### config.mk
export PLATFORM = sky130hd
export DESIGN_NAME = alu_nibble_seq
export DESIGN_NICKNAME = d
export VERILOG_FILES = /design/src/rtl/alu_seq_pkg.sv /design/src/rtl/alu_nibble_seq_slice.sv /design/src/rtl/alu_nibble_seq.sv
export SDC_FILE = /design/constraint.sdc
export NUM_CORES = 1
export LEC_CHECK = 0
export CAP_MARGIN = 20
export CORE_MARGIN = 10
export CORE_UTILIZATION = 50
export CTS_BUF_LIST = sky130_fd_sc_hd__clkbuf_16
export DETAILED_ROUTE_END_ITERATION = 8
export PLACE_DENSITY_LB_ADDON = 0.25
export SYNTH_ARGS = -nofsm -noshare
export SYNTH_HDL_FRONTEND = slang
export SYNTH_SLANG_ARGS = --single-unit
### constraint.sdc
create_clock -name clk -period 4 [get_ports clk]
set_input_delay 0.4 -clock clk [delete_from_list [all_inputs] [get_ports clk]]
set_output_delay 0.4 -clock clk [all_outputs]
set_load 0.05 [all_outputs]
### src/rtl/alu_seq_pkg.sv
// Shared types and 74181 function-select constants for the nibble-serial ALU sequencer.
package alu_seq_pkg;

    typedef enum logic [1:0] {
        IDLE,
        RUN,
        DONE
    } state_t;

    // The required mode m is noted on each constant; arithmetic selects also need cn.
    localparam logic [3:0] S_ADD    = 4'b1001;  // m=0, cn=1: A plus B
    localparam logic [3:0] S_SUB    = 4'b0110;  // m=0, cn=0: A minus B
    localparam logic [3:0] S_AND    = 4'b1011;  // m=1: A and B
    localparam logic [3:0] S_OR     = 4'b1110;  // m=1: A or B
    localparam logic [3:0] S_XOR    = 4'b0110;  // m=1: A xor B
    localparam logic [3:0] S_PASS_A = 4'b0000;  // m=0, cn=1: F = A

endpackage

### src/rtl/alu_nibble_seq_slice.sv
// Combinational 4-bit 74181-equivalent slice (active-high data, active-low carries).
module alu_nibble_seq_slice (
    input  logic [3:0] a,
    input  logic [3:0] b,
    input  logic [3:0] s,
    input  logic       m,
    input  logic       ci,
    output logic [3:0] f,
    output logic       co
);

    logic [3:0] x;
    logic [3:0] y;
    logic [4:0] sum;

    // x and y mirror the chip's internal propagate/generate terms; arithmetic
    // is x + y + carry, logic is their XNOR, and Cn+4 is produced in both modes.
    always_comb begin
        x   = a | (b & {4{s[0]}}) | (~b & {4{s[1]}});
        y   = (a & b & {4{s[3]}}) | (a & ~b & {4{s[2]}});
        sum = {1'b0, x} + {1'b0, y} + {4'b0000, ~ci};
        f   = m ? ~(x ^ y) : sum[3:0];
        co  = ~sum[4];
    end

endmodule

### src/rtl/alu_nibble_seq.sv
// Runs a 4*NIB-bit ALU operation through one shared 74181 slice, one nibble per clock,
// LSB nibble first, chaining the slice carry through a register.
module alu_nibble_seq
    import alu_seq_pkg::*;
#(
    parameter int NIB = 4
) (
    input  logic             clk,
    input  logic             reset,
    input  logic             start,
    input  logic [4*NIB-1:0] a,
    input  logic [4*NIB-1:0] b,
    input  logic [3:0]       s,
    input  logic             m,
    input  logic             cn,
    output logic             busy,
    output logic             done,
    output logic [4*NIB-1:0] f,
    output logic             cn4,
    output logic             zero
);

    localparam int W    = 4 * NIB;
    localparam int IDXW = (NIB > 1) ? $clog2(NIB) : 1;
    localparam logic [IDXW-1:0] LAST = IDXW'(NIB - 1);

    state_t          state;
    logic [W-1:0]    a_reg;
    logic [W-1:0]    b_reg;
    logic [W-1:0]    shadow;
    logic [3:0]      s_reg;
    logic            m_reg;
    logic            carry;
    logic [IDXW-1:0] idx;

    logic [3:0]      a_nib;
    logic [3:0]      b_nib;
    logic [3:0]      slice_f;
    logic            slice_co;

    always_comb begin
        a_nib = 4'h0;
        b_nib = 4'h0;
        for (int i = 0; i < NIB; i++) begin
            if (idx == IDXW'(i)) begin
                a_nib = a_reg[4*i +: 4];
                b_nib = b_reg[4*i +: 4];
            end
        end
    end

    alu_nibble_seq_slice u_slice (
        .a  (a_nib),
        .b  (b_nib),
        .s  (s_reg),
        .m  (m_reg),
        .ci (carry),
        .f  (slice_f),
        .co (slice_co)
    );

    // Carry register idles at 1 (no carry) so a reset leaves the chain inactive.
    always_ff @(posedge clk or posedge reset) begin
        if (reset) begin
            state  <= IDLE;
            a_reg  <= '0;
            b_reg  <= '0;
            shadow <= '0;
            s_reg  <= 4'h0;
            m_reg  <= 1'b0;
            carry  <= 1'b1;
            idx    <= '0;
            busy   <= 1'b0;
            done   <= 1'b0;
            f      <= '0;
            cn4    <= 1'b1;
            zero   <= 1'b1;
        end else begin
            done <= 1'b0;
            case (state)
                IDLE: begin
                    if (start) begin
                        a_reg <= a;
                        b_reg <= b;
                        s_reg <= s;
                        m_reg <= m;
                        carry <= cn;
                        idx   <= '0;
                        busy  <= 1'b1;
                        state <= RUN;
                    end
                end
                RUN: begin
                    for (int i = 0; i < NIB; i++) begin
                        if (idx == IDXW'(i)) begin
                            shadow[4*i +: 4] <= slice_f;
                        end
                    end
                    carry <= slice_co;
                    if (idx == LAST) begin
                        state <= DONE;
                    end else begin
                        idx <= idx + 1'b1;
                    end
                end
                DONE: begin
                    f     <= shadow;
                    cn4   <= carry;
                    zero  <= (shadow == '0);
                    done  <= 1'b1;
                    busy  <= 1'b0;
                    state <= IDLE;
                end
                default: state <= IDLE;
            endcase
        end
    end

endmodule

==> impl_metrics.csv, run 1 <==
group,metric,value,unit
cts,ctsHoldBuffers,0,
detailed_routing,routed_via_density,5.461,
grt,grtUsageTotal,14.08,%
die,die_h,104.7,µm
die,io_pins,61,
sta,slew_headroom,31.74,%
yosys,syn_inst,299,
yosys,syn_area,3588,µm²
grt,grt_first_pass_wirelength,12940,µm
final_layout,layout.cells.most_common,"dfrtp_1",
setup_path,cp_data_arrival_time,3680,ps
detailed_routing,vias,2523,
cts,cts_max_path_buffers,2,
yosys,synth_seq_cells,78,
place,place_congestion,0.8786,
worst_hold_path,hold_path_class,"register to register",
setup_path,r2r-start,"idx[1]$_DFFE_PP0P_",
cts,cts_htree_levels,3,
sta,clock.fmax,287.3,MHz
yosys,ys_warn_count,0,
worst_hold_path,hold_end,"zero$_DFFE_PP1P_",
final_layout,finish.instance_area,4547,µm²
final_layout,multi_input_area,1509,µm²
final_layout,final_util,66.19,%
final_layout,antennaDiodeCount,0,
grt,antenna_found_initial,0,
cts,cts_buffers,9,
status,run_status,"completed",
cts,cts_root_buf,"clkbuf_16",
yosys,syn-num-nets,350,
power,ir_worst_vdd,383.9,µV
place,dp.cells,446,
sta,fin_crit,3481,ps
cts,cts_tree,"built",
setup_path,r2r_slack,520,ps
setup_path,rr_endpoint,"shadow[2]$_DFFE_PP0P_",
setup_path,slowest_delay,520,ps
final_layout,regArea,1956,µm²
sta,period_share,87.02,%
setup_path,cp-end-kind,"register",
cts,cts.sink_count,78,
grt,grt_overflow,0,
final_layout,final_cell_count_no_fill,462,
sta,rsz0062_at_grt,"false",
cts,cts_resized,0,
sta,worst_pin_slew,1021,ps
final_layout,drive_above_1_share,21.04,%
final_layout,layout_common_cells,"75 x dfrtp_1, 60 x clkdlybuf4s50_1, 51 x mux2_2",
detailed_routing,dr.pass1.iters,4,
run,drv_cap,0,
die,initial_core_util,52.24,%
power,power_density,991.2,nW/µm²
setup_path,reg2reg_depth,11,
die,rows,30,
place,dpl.hpwl,5753,µm
setup_path,cpMostUsedCell,"fa_1",
power,p_total,4.507,mW
setup_path,path_cells,"inv_1 -> ha_1 -> nor2b_1 -> a221o_1 -> a22oi_2 -> nand3_1 -> fa_1 -> fa_1 -> nor2_1 -> xor2_1 -> o21ai_0",
detailed_routing,wl_per_cell,16.56,µm
grt,grt_pass1_vias,2652,
setup_path,cp_slowest_cell,"ha_1",
yosys,seq_area_frac_synth,54.50,%
die,dieArea,10970,µm²
cts,path_clk_slew,60,ps
sta,setup_violations,0,
cts,postCtsSetupRepairBufs,0,
final_layout,area_delta_synth_final,26.71,%
cts,worstSkewPairLatency,330,ps
place,port_buffers,60,
detailed_routing,finalWirelength,7650,µm
final_layout,nNetsFinal,412,
setup_path,crit_required,4200,ps
setup_path,critPathKind,"register to register",
worst_hold_path,min_path_cells,2,
yosys,synth_top_area_cell,"dfrtp_1",
detailed_routing,ant_nets,0,
sta,hold_viol_final,0,
yosys,synthDistinctLibCells,37,
setup_path,worstSetupStartpointType,"register",
sta,setup_tns,0,ps
setup_path,path_max_fanout,16,
die,die_x,104.7,µm
power,leakage,1.917,nW
yosys,avgSynthCellArea,12.00,µm²
die,core-area,6869,µm²
worst_hold_path,worstHoldStart,"zero$_DFFE_PP1P_",
yosys,synth.area.top_cells,"dfrtp_1 52%, mux2_2 16%, o21ai_0 4.6%",
sta,finClkSkew,4.914,ps
detailed_routing,drtIter0Drc,120,
detailed_routing,post-route-drc-count,0,
yosys,yosys.area.top_type_share,52.30,%
place,place_area,4257,µm²
grt,grt_max_degree,43,
final_layout,nFillCells,569,
sta,slew_violations,0,
-- through the flow --
step / hold slack, ps / setup slack (ps)
floorplan: 466.2 / 1159
global placement: 453.5 / 758.7
detailed placement: 459.1 / 572.1
CTS: 468.3 / 568.3
global route: 482.5 / 242.7
finish: 464.4 / 519.2
-- layout make-up --
cell class / count / share of cell area, %
sequential: 78 / 43.01
multi-input combinational: 196 / 33.19
timing repair buffer: 63 / 13.70
clock buffer: 9 / 4.953
tap: 96 / 2.642
clock inverter: 7 / 1.431
inverter: 13 / 1.073
-- routing by layer --
layer / up-vias / track usage, % / share of wire [%]
li1: 1206 / - / -
met1: 1227 / 16.64 / 44
met2: 74 / 23.50 / 49
met3: 16 / 3.993 / 5.6
met4: 0 / 5.980 / 1.9
met5: - / 0 / 0
-- how the worst max path moves through the flow --
stage / from / end / slack, ps
2_1_floorplan: idx[0]$_DFFE_PP0P_ / shadow[14]$_DFFE_PP0P_ / 1160
3_3_place_gp: idx[1]$_DFFE_PP0P_ / shadow[6]$_DFFE_PP0P_ / 760
3_5_place_dp: idx[1]$_DFFE_PP0P_ / shadow[2]$_DFFE_PP0P_ / 570
4_1_cts: idx[1]$_DFFE_PP0P_ / shadow[2]$_DFFE_PP0P_ / 570
5_1_grt: idx[1]$_DFFE_PP0P_ / shadow[14]$_DFFE_PP0P_ / 240
6_report: idx[1]$_DFFE_PP0P_ / shadow[2]$_DFFE_PP0P_ / 520
-- critical path, delay by kind of cell (launching register included) --
kind,cells,cell delay (ps)
DFF,1,410
adders and majority gates,3,1360
and+or+nand+nor,3,550
AOI/OAI and AO/OA,3,660
buffers and inverters,1,110
xor gates and xnor gates,1,260
-- cell usage after synthesis --
cell type,number
o21bai_1,1
nor2_1,2
a21oi_1,13
a221oi_2,1
a22oi_1,2
a21o_1,2
a22o_1,2
nor4_1,4
inv_1,12
buf_2,5
o22ai_1,4
dfstp_2,3
or2_0,1
nor2_4,1
xor2_1,2
nand3_1,12
clkinv_1,1
a211oi_1,1
nand2b_4,1
nand4_1,1
a221oi_1,3
clkbuf_1,1
mux2i_1,3
fa_1,2
ha_1,8
nor2b_1,3
a22oi_2,2
o22a_1,4
mux2_2,51
o21ai_0,33
nand2b_1,1
buf_6,1
clkbuf_2,1
a221o_1,6
dfrtp_1,75
nand2_1,30
buf_4,4
-- power breakdown --
group	switching (mW)	leakage, nW	internal, mW
Clock	0.316	0.133	0.477
Combinational	1.27	0.860	0.941
Sequential	0.306	0.925	1.20
Total	1.89	1.92	2.61
-- cells by family after synthesis --
family	Yosys count	share of synthesized area, %
xor+xnor	2	0.4882
flops	78	54.50
compound gates	74	13.35
buf+inv	25	3.451
simple gates	56	7.462
mux	54	16.84
fa+ha+maj	10	3.905
Note: power is estimated with default switching activity, not from simulation.
==> inputs of run 2 (changes only) <==
--- a/config.mk
+++ b/config.mk
@@ -7,7 +7,7 @@
 export LEC_CHECK = 0
 export CAP_MARGIN = 20
 export CORE_MARGIN = 10
-export CORE_UTILIZATION = 50
+export CORE_UTILIZATION = 45
 export CTS_BUF_LIST = sky130_fd_sc_hd__clkbuf_16
 export DETAILED_ROUTE_END_ITERATION = 8
 export PLACE_DENSITY_LB_ADDON = 0.25
==> run 2 against run 1 <==
Critical path depth unchanged. Global-route usage down 0.63 points. Wire length rose by 0.17%. Register-to-register slack about the same. Clock skew increased by 1.3 ps.
==> impl_metrics.csv, run 2 (same netlist as run 1, synthesis figures left out) <==
group,metric,value,unit
status,run_status,"completed",
die,rows,32,
place,port_buffers,60,
place,place_ws,566.7,ps
place,place_area,4264,µm²
detailed_routing,dr.pass1.iters,4,
cts,cts_max_path_buffers,2,
die,dieArea,11950,µm²
die,core-area,7727,µm²
cts,postCtsSetupRepairBufs,0,
detailed_routing,finalWirelength,7663,µm
setup_path,reg2reg_depth,11,
setup_path,cp_data_arrival_time,3680,ps
setup_path,worstSetupStartpointType,"register",
die,io_pins,61,
setup_path,crit_required,4200,ps
grt,grt_max_degree,43,
cts,cts_resized,0,
cts,path_clk_slew,60,ps
place,dpl.hpwl,5835,µm
detailed_routing,vias,2505,
detailed_routing,post-route-drc-count,0,
power,switching_share,41.08,%
sta,setup_tns,0,ps
run,drv_cap,0,
worst_hold_path,hold_path_class,"input port to asynchronous set/reset pin",
power,pwr-share-comb,48.1,%
cts,cts_buffers,9,
cts,ctsHoldBuffers,0,
final_layout,nNetsFinal,412,
setup_path,critPathKind,"register to register",
die,die_h,109.3,µm
setup_path,r2r_slack,520,ps
die,die_x,109.3,µm
power,switchingPower,1.875,mW
detailed_routing,routed_via_density,5.353,
cts,cts_htree_levels,3,
grt,grt_first_pass_wirelength,12870,µm
cts,cts.sink_count,78,
power,power_density,995.0,nW/µm²
grt,antenna_found_initial,0,
power,pwr-share-seq,32.9,%
sta,slew_headroom,28.29,%
setup_path,rr_endpoint,"shadow[6]$_DFFE_PP0P_",
final_layout,finish.instance_area,4587,µm²
place,place_congestion,0.8197,
final_layout,layout_common_cells,"75 x dfrtp_1, 60 x clkdlybuf4s50_1, 51 x mux2_2",
sta,slew_violations,0,
power,leakage,1.939,nW
sta,rsz0062_at_grt,"false",
die,initial_core_util,46.44,%
place,dp.cells,452,
power,ir_worst_vdd,490.1,µV
sta,clock.fmax,287.2,MHz
cts,cts_root_buf,"clkbuf_16",
detailed_routing,drtIter0Drc,61,
sta,worst_pin_slew,1073,ps
sta,period_share,87.03,%
grt,grt_pass1_vias,2620,
sta,holdWs,340.9,ps
detailed_routing,wl_per_cell,16.37,µm
final_layout,final_cell_count_no_fill,468,
cts,worstSkewPairLatency,330,ps
detailed_routing,ant_nets,0,
grt,grt_overflow,0,
sta,fin_crit,3481,ps
sta,setup_violations,0,
cts,cts_tree,"built",
final_layout,nFillCells,653,
final_layout,area_delta_synth_final,27.82,%
setup_path,cp-end-kind,"register",
sta,fin_ws,518.6,ps
setup_path,r2r-start,"idx[1]$_DFFE_PP0P_",
power,p_int,2.689,mW
final_layout,layout.cells.most_common,"dfrtp_1",
setup_path,path_max_fanout,16,
power,clkPwrFrac,19.0,%
final_layout,antennaDiodeCount,0,
sta,hold_viol_final,0,
grt,grtUsageTotal,13.45,%
sta,finClkSkew,6.231,ps
final_layout,drive_above_1_share,21.31,%
run 2: cell types whose count changed in the layout (fill, tap and decap cells not counted):
cell	delta
clkinvlp_4	-2
clkinv_4	+2
clkinv_2	-1
clkinv_1	-1
bufinv_16	+1
inv_6	+1
run 2: layer usage:
metal	GRT usage [%]	wire length [µm]
met3	5.208	538
met4	3.810	123
met5	0	0
met2	21.55	3592
met1	16.60	3409
run 2: worst max-delay path by stage:
stage / startpoint / to / slack [ps] / cells past startpoint
2_1_floorplan: idx[0]$_DFFE_PP0P_ / shadow[14]$_DFFE_PP0P_ / 1160 / 12
3_3_place_gp: idx[1]$_DFFE_PP0P_ / shadow[6]$_DFFE_PP0P_ / 710 / 11
3_5_place_dp: idx[1]$_DFFE_PP0P_ / shadow[14]$_DFFE_PP0P_ / 570 / 11
4_1_cts: idx[1]$_DFFE_PP0P_ / shadow[14]$_DFFE_PP0P_ / 570 / 11
5_1_grt: idx[1]$_DFFE_PP0P_ / shadow[7]$_DFFE_PP0P_ / 190 / 11
6_report: idx[1]$_DFFE_PP0P_ / shadow[6]$_DFFE_PP0P_ / 520 / 11
run 2: area by class of cell:
| class | instances | area, µm² | area share (%) |
|---|---|---|---|
| clock buffer | 9 | 225.2 | 4.910 |
| clock inverter | 7 | 97.59 | 2.128 |
| inverter | 13 | 48.80 | 1.064 |
| multi-input combinational | 196 | 1509 | 32.90 |
| sequential | 78 | 1956 | 42.64 |
| tap | 102 | 127.6 | 2.782 |
| timing repair buffer | 63 | 623.1 | 13.58 |
run 2: worst max-delay path, stage by stage, from the launching register on:
cell and delay (ps):
dfrtp_1 410, inv_1 110, ha_1 500, nor2b_1 290, a221o_1 390, a22oi_2 160
nand3_1 150, fa_1 440, fa_1 410, nor2_1 130, xor2_1 250, o21ai_0 130
run 2: stage by stage:
step,power [mW],util (%)
after detailed placement,3.719,55.18
final,4.564,59.36
after floorplan,3.117,-
after global routing,4.943,59.36
after global placement,3.637,55.18
after CTS,4.604,59.36
run 2: power by group through the flow:
stage	clock [mW]	sequential, mW	combinational [mW]
final	0.868	1.50	2.19
after CTS	0.882	1.50	2.22
after floorplan	0	1.74	1.38
after detailed placement	0	1.52	2.20
after global placement	0	1.50	2.14
after global routing	0.921	1.56	2.46
==> inputs of run 3 (changes only) <==
--- a/config.mk
+++ b/config.mk
@@ -5,10 +5,11 @@
 export SDC_FILE = /design/constraint.sdc
 export NUM_CORES = 1
 export LEC_CHECK = 0
+export ABC_AREA = 1
 export CAP_MARGIN = 20
 export CORE_MARGIN = 10
 export CORE_UTILIZATION = 45
-export CTS_BUF_LIST = sky130_fd_sc_hd__clkbuf_16
+export CTS_BUF_LIST = sky130_fd_sc_hd__clkbuf_8
 export DETAILED_ROUTE_END_ITERATION = 8
 export PLACE_DENSITY_LB_ADDON = 0.25
 export SYNTH_ARGS = -nofsm -noshare
==> run 3 against run 2 <==
Die area up 3.8%. Largest power group unchanged. Wire length up 6.0%. Flip-flop and latch count unchanged.
==> impl_metrics.csv, run 3 <==
group,metric,value,unit
detailed_routing,dr_wl_met3,457,µm
sta,rsz0062_at_grt,"false",
yosys,syn_inst,452,
detailed_routing,vias,2976,
setup_path,r2r_slack,960,ps
detailed_routing,m1WireLength,3699,µm
cts,cts_max_path_buffers,2,
yosys,synthDistinctLibCells,24,
die,die_x,111.3,µm
yosys,ys_warn_count,0,
yosys,synth_seq_cells,78,
yosys,synth_edf_count,0,
place,port_buffers,60,
cts,cts_resized,0,
grt,antenna_found_initial,0,
sta,clock.fmax,328.6,MHz
final_layout,area_delta_synth_final,23.83,%
yosys,synth_xor_area_share,0,%
yosys,synth.area.top_cells,"dfrtp_1 50%, nand2_1 19%, o21ai_0 4.3%",
detailed_routing,finalWirelength,8122,µm
sta,setup_tns,0,ps
yosys,synth_top_area_cell,"dfrtp_1",
detailed_routing,post-route-drc-count,0,
yosys,yosys.area_share.adder,3.732,%
status,run_status,"completed",
yosys,yosys.area.top_type_share,49.98,%
detailed_routing,routed_via_density,4.792,
sta,holdWs,295.4,ps
detailed_routing,drtIter0Drc,148,
power,leakage,2.318,nW
yosys,synth_top_family_by_area,"simple AND/OR/NAND/NOR gates",
final_layout,layout_common_cells,"190 x nand2_1, 75 x dfrtp_1, 60 x clkdlybuf4s50_1",
cts,cts_root_buf,"clkbuf_8",
place,place_congestion,0.8407,
die,rows,33,
die,io_pins,61,
cts,cts.sink_count,78,
detailed_routing,ant_nets,0,
yosys,synthMuxAreaShare,0,%
sta,period_share,76.08,%
yosys,syn-num-nets,503,
yosys,synth_most_common_cell,"nand2_1",
worst_hold_path,hold_path_class,"input port to asynchronous set/reset pin",
detailed_routing,wl_per_cell,13.08,µm
cts,ctsHoldBuffers,0,
sta,finClkSkew,10.33,ps
setup_path,cp-end-kind,"register",
setup_path,cp_data_arrival_time,3320,ps
cts,path_clk_slew,80,ps
final_layout,final_util,56.87,%
die,initial_core_util,45.93,%
setup_path,reg2reg_depth,11,
setup_path,critPathKind,"register to register",
run,drv_cap,0,
grt,grt_overflow,0,
yosys,synth_compound_area_share,8.331,%
detailed_routing,top_layer,"met4",
die,dieArea,12400,µm²
sta,fin_crit,3043,ps
final_layout,layout.cells.most_common,"nand2_1",
yosys,synthFlopType,"dfrtp_1",
detailed_routing,dr_wl_met2,3803,µm
sta,slew_violations,0,
grt,grtUsageTotal,13.59,%
power,p_total,4.327,mW
setup_path,crit_required,4280,ps
cts,cts_tree,"built",
yosys,synth_commonest_cells,"190 x nand2_1, 75 x dfrtp_1, 34 x inv_1",
cts,worstSkewPairLatency,360,ps
yosys,avgSynthCellArea,8.307,µm²
setup_path,setup.worst_path.start,"idx[0]$_DFFE_PP0P_",
grt,grt_pass1_vias,3001,
grt,grt_max_degree,49,
die,core-area,8175,µm²
power,ir_worst_vdd,344.5,µV
setup_path,r2r-start,"idx[0]$_DFFE_PP0P_",
detailed_routing,dr.pass1.iters,4,
setup_path,path_max_fanout,16,
sta,setup_violations,0,
yosys,async_flop_share,100.0,%
setup_path,rr_endpoint,"shadow[13]$_DFFE_PP0P_",
place,dpl.hpwl,6195,µm
die,die_h,111.3,µm
final_layout,nFillCells,754,
grt,grt_first_pass_wirelength,14170,µm
cts,cts_htree_levels,3,
final_layout,antennaDiodeCount,0,
yosys,synthSimpleGateAreaFrac,27.89,%
sta,worst_pin_slew,868.8,ps
cts,postCtsSetupRepairBufs,0,
setup_path,worstSetupStartpointType,"register",
sta,hold_viol_final,0,
yosys,syn_area,3755,µm²
cts,cts_buffers,9,
sta,slew_headroom,42.02,%
final_layout,nNetsFinal,562,
final_layout,drive_above_1_share,8.140,%
power,power_density,930.7,nW/µm²
yosys,seq_area_frac_synth,52.08,%
-- run 3: how the worst max path moves through the flow --
stage                             end  slack [ps]  cells after the start
2_1_floorplan  shadow[13]$_DFFE_PP0P_        1420                     14
3_3_place_gp    shadow[1]$_DFFE_PP0P_        1070                     11
3_5_place_dp    shadow[9]$_DFFE_PP0P_         960                     11
4_1_cts         shadow[9]$_DFFE_PP0P_         940                     11
5_1_grt         shadow[9]$_DFFE_PP0P_         660                     11
6_report       shadow[13]$_DFFE_PP0P_         960                     11
-- run 3: power breakdown --
group          total [mW]  internal, mW  leakage [nW]  switching (mW)
sequential           1.37          1.16         0.966           0.211
clock               0.775         0.480         0.134           0.295
combinational        2.18         0.741          1.22            1.44
-- run 3: cell families (layout without fill, tap and decap cells) --
group	count (synthesis)	count (layout)
adders and majority gates	10	10
DFF	78	78
buffers and inverters	58	122
AOI/OAI and AO/OA	62	62
and+or+nand+nor	244	244
-- run 3: through the flow --
stage               std cells  area, µm²  worst slack [ps]
finish                    621       4649             957.0
global route              621       4649             657.2
CTS                       621       4649             943.4
detailed placement        605       4379             964.0
global placement          605       4379              1068
floorplan                 452       3755              1417
-- run 3: routing by layer --
layer / up-vias / track usage, %
li1: 1543 / -
met1: 1350 / 16.01
met2: 65 / 22.20
met3: 18 / 4.885
met4: 0 / 5.227
met5: - / 0
-- run 3: final cells by class --
cell class	count	area (µm²)	share of cell area [%]
Inverter	43	168.9	3.633
Tap cell	105	131.4	2.826
Timing Repair Buffer	63	623.1	13.40
Clock buffer	9	123.9	2.664
Clock inverter	7	146.4	3.149
Multi-Input combinational cell	316	1500	32.27
Sequential cell	78	1956	42.06
-- run 3: critical path, cell delays in order (launching register included) --
cell and delay, ps:
dfrtp_1 420, ha_1 540, inv_2 170, or2_4 280
a21oi_1 140, nor2_1 90, fa_1 430, fa_1 500
nand2_1 50, o21ai_0 170, nand2_1 100, o21ai_0 80
